[src/rtl/sweep_ctrl.sv]
// Frequency sweep controller: steps a frequency word from f_start toward f_stop,
// holding each word for dwell sample periods, and generates the sample clock.
module sweep_ctrl #(
   parameter int unsigned DIV = 50,
   localparam int unsigned FW = 20,
   localparam int unsigned DW = 16
) (
   input  logic          clk,
   input  logic          rst,
   input  logic          start,
   input  logic          abort,
   input  logic          mode,
   input  logic [FW-1:0] f_start,
   input  logic [FW-1:0] f_stop,
   input  logic [FW-1:0] f_step,
   input  logic [DW-1:0] dwell,
   output logic          s_clk,
   output logic          en,
   output logic [FW-1:0] f_set,
   output logic          busy,
   output logic          done,
   output logic          err
);

   localparam int unsigned CW   = (DIV > 1) ? $clog2(DIV) : 1;
   localparam int unsigned HALF = DIV / 2;

   typedef enum logic [1:0] {IDLE, LOAD, RUN, DONE} state_t;

   state_t        state, state_nxt;
   logic [CW-1:0] div_cnt, div_nxt;
   logic          fall_tick;
   logic [DW-1:0] dwell_cnt, dwell_nxt;
   logic [FW-1:0] f_set_nxt;
   logic          en_nxt, busy_nxt, done_nxt, err_nxt, ld_cfg;
   logic          cfg_bad;
   logic [FW:0]   step_sum;

   logic          cfg_mode;
   logic [FW-1:0] cfg_start, cfg_stop, cfg_step;
   logic [DW-1:0] cfg_dwell;

   // Free-running sample-period divider; s_clk high for the first half.
   assign div_nxt   = (div_cnt == CW'(DIV - 1)) ? '0 : div_cnt + CW'(1);
   assign fall_tick = (div_cnt == CW'(HALF));

   always_ff @(posedge clk or negedge rst) begin
      if (!rst) begin
         div_cnt <= '0;
         s_clk   <= 1'b1;
      end else begin
         div_cnt <= div_nxt;
         s_clk   <= (div_nxt < CW'(HALF));
      end
   end

   assign cfg_bad  = (f_step == '0) || (dwell == '0) || (f_start > f_stop);
   // Widened sum so a step past the top of the range cannot wrap to a small word.
   assign step_sum = {1'b0, f_set} + {1'b0, cfg_step};

   always_ff @(posedge clk or negedge rst) begin
      if (!rst) state <= IDLE;
      else      state <= state_nxt;
   end

   always_comb begin
      state_nxt = state;
      f_set_nxt = f_set;
      en_nxt    = en;
      dwell_nxt = dwell_cnt;
      done_nxt  = 1'b0;
      err_nxt   = 1'b0;
      ld_cfg    = 1'b0;
      unique case (state)
         IDLE: begin
            en_nxt = 1'b0;
            if (start) begin
               if (cfg_bad) begin
                  err_nxt = 1'b1;
               end else begin
                  ld_cfg    = 1'b1;
                  state_nxt = LOAD;
               end
            end
         end
         LOAD: begin
            if (fall_tick) begin
               f_set_nxt = cfg_start;
               en_nxt    = 1'b1;
               dwell_nxt = '0;
               state_nxt = RUN;
            end
         end
         RUN: begin
            if (fall_tick) begin
               if (dwell_cnt == cfg_dwell - DW'(1)) begin
                  dwell_nxt = '0;
                  if (step_sum <= {1'b0, cfg_stop}) begin
                     f_set_nxt = step_sum[FW-1:0];
                  end else if (cfg_mode) begin
                     f_set_nxt = cfg_start;
                  end else begin
                     en_nxt    = 1'b0;
                     done_nxt  = 1'b1;
                     state_nxt = DONE;
                  end
               end else begin
                  dwell_nxt = dwell_cnt + DW'(1);
               end
            end
         end
         DONE: begin
            en_nxt    = 1'b0;
            state_nxt = IDLE;
         end
         default: state_nxt = IDLE;
      endcase
      // Abort overrides every transition, including a same-cycle start or step.
      if (abort) begin
         state_nxt = IDLE;
         f_set_nxt = f_set;
         en_nxt    = 1'b0;
         dwell_nxt = '0;
         done_nxt  = 1'b0;
         err_nxt   = 1'b0;
         ld_cfg    = 1'b0;
      end
      busy_nxt = (state_nxt == LOAD) || (state_nxt == RUN);
   end

   always_ff @(posedge clk or negedge rst) begin
      if (!rst) begin
         f_set     <= '0;
         en        <= 1'b0;
         busy      <= 1'b0;
         done      <= 1'b0;
         err       <= 1'b0;
         dwell_cnt <= '0;
      end else begin
         f_set     <= f_set_nxt;
         en        <= en_nxt;
         busy      <= busy_nxt;
         done      <= done_nxt;
         err       <= err_nxt;
         dwell_cnt <= dwell_nxt;
      end
   end

   // Sweep configuration, frozen for the whole sweep.
   always_ff @(posedge clk or negedge rst) begin
      if (!rst) begin
         cfg_mode  <= 1'b0;
         cfg_start <= '0;
         cfg_stop  <= '0;
         cfg_step  <= '0;
         cfg_dwell <= '0;
      end else if (ld_cfg) begin
         cfg_mode  <= mode;
         cfg_start <= f_start;
         cfg_stop  <= f_stop;
         cfg_step  <= f_step;
         cfg_dwell <= dwell;
      end
   end

endmodule

[config.mk]
export PLATFORM = sky130hd
export DESIGN_NAME = sweep_ctrl
export DESIGN_NICKNAME = d
export VERILOG_FILES = /design/src/rtl/sweep_ctrl.sv
export SDC_FILE = /design/constraint.sdc
export NUM_CORES = 1
export LEC_CHECK = 0
export CAP_MARGIN = 20
export CORE_MARGIN = 5
export CORE_UTILIZATION = 39
export CTS_BUF_LIST = sky130_fd_sc_hd__clkbuf_4 sky130_fd_sc_hd__clkbuf_8
export DETAILED_ROUTE_END_ITERATION = 16
export PLACE_DENSITY = 0.65
export SLEW_MARGIN = 20
export SYNTH_ARGS = -nofsm -noshare
export SYNTH_HDL_FRONTEND = slang
export SYNTH_SLANG_ARGS = --single-unit
export TNS_END_PERCENT = 10
[constraint.sdc]
create_clock -name clk -period 14.9 [get_ports clk]
set_input_delay 2.98 -clock clk [delete_from_list [all_inputs] [get_ports clk]]
set_output_delay 2.98 -clock clk [all_outputs]
set_load 0.005 [all_outputs]
==> metrics.txt <==
outcome=complete, no violations; Max Buffers Root-to-Sink=2; initial antenna violation count=0; layout cell share with drive strength beyond 1=16.1%; Hold Crit Endpoint=cfg_stop[19]; cts repair resizes=0; TritonCTS clock tree=done; core area=0.0202 mm2; WL final=18.8 mm; Ports=106; most common cell after layout, fill and taps aside=dfrtp_1; dpl cells=1,140; critical path launch point type=flop; Design Power=1770 uW; Residual DRC=0; clock latency at the later pin of the worst-skew pair=0.45 ns; Post-synth EDFFs=0; pin count of the biggest net entering global routing=98; synthesized area=0.00803 mm2; flops & latches, synth=126; Leak Pwr=0.00433 uW; Fillers=1,911; Hold Buf Count CTS=0; Worst Path Max Fanout=20; commonest non-fill, non-tap cells in the layout=dfrtp_1 (125), clkdlybuf4s50_1 (104), mux2_2 (75); Slew @ Worst Pin=1.03 ns; DR vias=6,048; post-CTS setup buffer count=0; final hold violations=0; Post-synth ARST share=100%; H-tree depth=4; DR vias/cell=5.16; critical path class=flop to flop; # port buffers=105; unrepaired setup endpoints after global routing=false; Syn Area/Cell=10.3 um2; setup_tns=0 ns; top_reg_cell synth=dfrtp_1; Chip Width=154 um; Pwr Density=180 mW/mm2; vias in the first global route=6,115; Synth top area share=38.9%; CP max stage delay=0.84 ns; worst reg2reg path depth=19; register area share after synthesis=39.3%; final setup violation count=0; highest ir drop seen on vdd=0.0000930 V; total of max-cap violations=0; Total GRT Usage=16.2%; Critical-path top delay cell=a21oi_4; die span in y=154 um; Rows=52; # diodes=0; internal reg-to-reg setup slack=8.77 ns; fin crit share=41.2%; Synth area leaders=dfrtp_1 (39%), ha_1 (11%), mux2_2 (11%); post-DR wirelength/cell=16.0 um; Final Instance Count excl. Fillers=1,172; Tightest Hold Check Type=flop to flop; Period minus WS final=6.13 ns; worst path cell trace=ha_1, inv_1, fa_1, nor2b_1, o2111ai_1, and4_1, or3_1, a21oi_1, o211ai_1, xnor2_1, ha_1, a2111oi_0, o21a_1, o211ai_1, o311a_1, a211oi_1, o21ai_1, a21oi_4, mux2_4; clk slew on worst S/H paths=0.08 ns; GPL Wtd Cong=0.816; Final Max Tran Viols=0; worst r2r dst=f_set[19]; CTS buffer count=17; HPWL Detailed=14.6 mm; drt first pass iters=5; crit path DAT=6.46 ns; Area Growth Syn to Fin=22.5%; top cell type by total area after synthesis=dfrtp_1; crit end category=flop; hold wc startpoint=cfg_stop[19]; Post-layout nets=1,040; Clock Skew=0.0106 ns; register area=0.00315 mm2; Die Area=0.0236 mm2; syn nets=933; FMAX=163 MHz; CTS Sinks=126; global route overflow=0; max_slew headroom=31.4%; YS warnings=0; Initial Util=39.7%; Crit Reg-Reg Startpoint=f_set[0]; Root Driver=clkbuf_8; Hold Crit Depth=2; global-route wire length before repair=31.1 mm; Synth Instances=782; WP data required=15.23 ns; Yosys cell types=72; Starting DRT DRC Count=245; Multi-input gate area=0.00457 mm2; antenna viol nets, final=0
## logic make-up after synthesis
kind of cell               count (synthesis)  share of synthesized area (%)
DFF                                      126                           39.3
xor gates and xnor gates                  48                           5.41
muxes                                     95                           14.2
and+or+nand+nor                          202                           13.0
adders and majority gates                 70                           11.0
buffers and inverters                     85                           4.18
AOI/OAI and AO/OA                        156                           12.9
## sequential cells by signal, summed over array words and instances, names as in the netlist
signal,flops
div_cnt,6
err,1
s_clk,1
en,1
busy,1
cfg_start,20
done,1
cfg_dwell,16
dwell_cnt,16
state,2
f_set,20
cfg_mode,1
cfg_stop,20
cfg_step,20
## stage by stage
step	util (%)	setup WS, ns	cell area, um2	hold WS, ns
6_report	48.6	8.77	9840	0.484
5_1_grt	48.6	8.19	9840	0.502
4_1_cts	48.6	8.52	9830	0.489
3_5_place_dp	46.2	8.05	9360	0.471
3_3_place_gp	46.2	8.11	9360	0.464
2_1_floorplan	-	9.62	8030	0.450
## worst max-delay path: cells and delay by family (launching register included)
family / cells / cell delay [ns]
AO/OA/AOI/OAI: 10 / 3.23
XOR/XNOR: 1 / 0.20
adder cells (fa/ha/maj): 3 / 0.92
buffers and inverters: 1 / 0.06
flip-flops: 1 / 0.40
multiplexers: 1 / 0.35
AND/OR/NAND/NOR: 3 / 0.83
## cell type report
| type | instances | share of cell area [%] |
|---|---|---|
| multi-input combinational | 571 | 46.4 |
| sequential | 126 | 32.0 |
| timing repair buffer | 106 | 10.7 |
| tap | 270 | 3.43 |
| clock buffer | 19 | 2.66 |
| inverter | 67 | 2.56 |
| clock inverter | 13 | 2.14 |
## worst max path at each step
| stage | from | end | cells after the start | slack [ns] |
|---|---|---|---|---|
| finish | f_set[0] | f_set[19] | 19 | 8.77 |
| global placement | f_stop[6] | cfg_start[13] | 10 | 8.11 |
| detailed placement | f_stop[6] | cfg_dwell[8] | 10 | 8.05 |
| global route | f_set[0] | f_set[9] | 19 | 8.19 |
| floorplan | f_stop[6] | cfg_stop[19] | 12 | 9.62 |
| CTS | f_stop[6] | cfg_dwell[8] | 10 | 8.52 |
## Yosys cell counts, types with 3 or more instances
master,count
nor4_1,14
ha_1,69
a211oi_1,8
nor2_1,36
o211ai_1,5
o22ai_1,4
dfrtp_1,125
and4_1,4
nor3_1,14
xnor2_1,34
nor2b_1,6
a21oi_1,39
and3_1,5
nand3_1,21
buf_1,5
a21o_1,15
or3_1,8
a211o_1,3
or2_2,4
o21ai_0,37
mux2_2,75
nand2_1,53
clkbuf_1,10
nand4_1,16
o21a_1,8
mux2_4,19
inv_1,67
nand2b_1,7
and2_1,3
xor2_1,13
a31oi_1,5
## power breakdown
| group | switching, uW | internal, uW | total (uW) | leakage [uW] |
|---|---|---|---|---|
| registers | 83.5 | 433 | 517 | 0.00155 |
| clock network | 144 | 209 | 353 | 0.000233 |
| logic | 452 | 453 | 905 | 0.00255 |
## metal layers
layer,GRT usage (%),wire length [um]
met5,0,0
met4,3.07,198
met3,3.71,736
met2,24.9,8500
met1,23.6,9340
(Power assumes the default switching activity.)
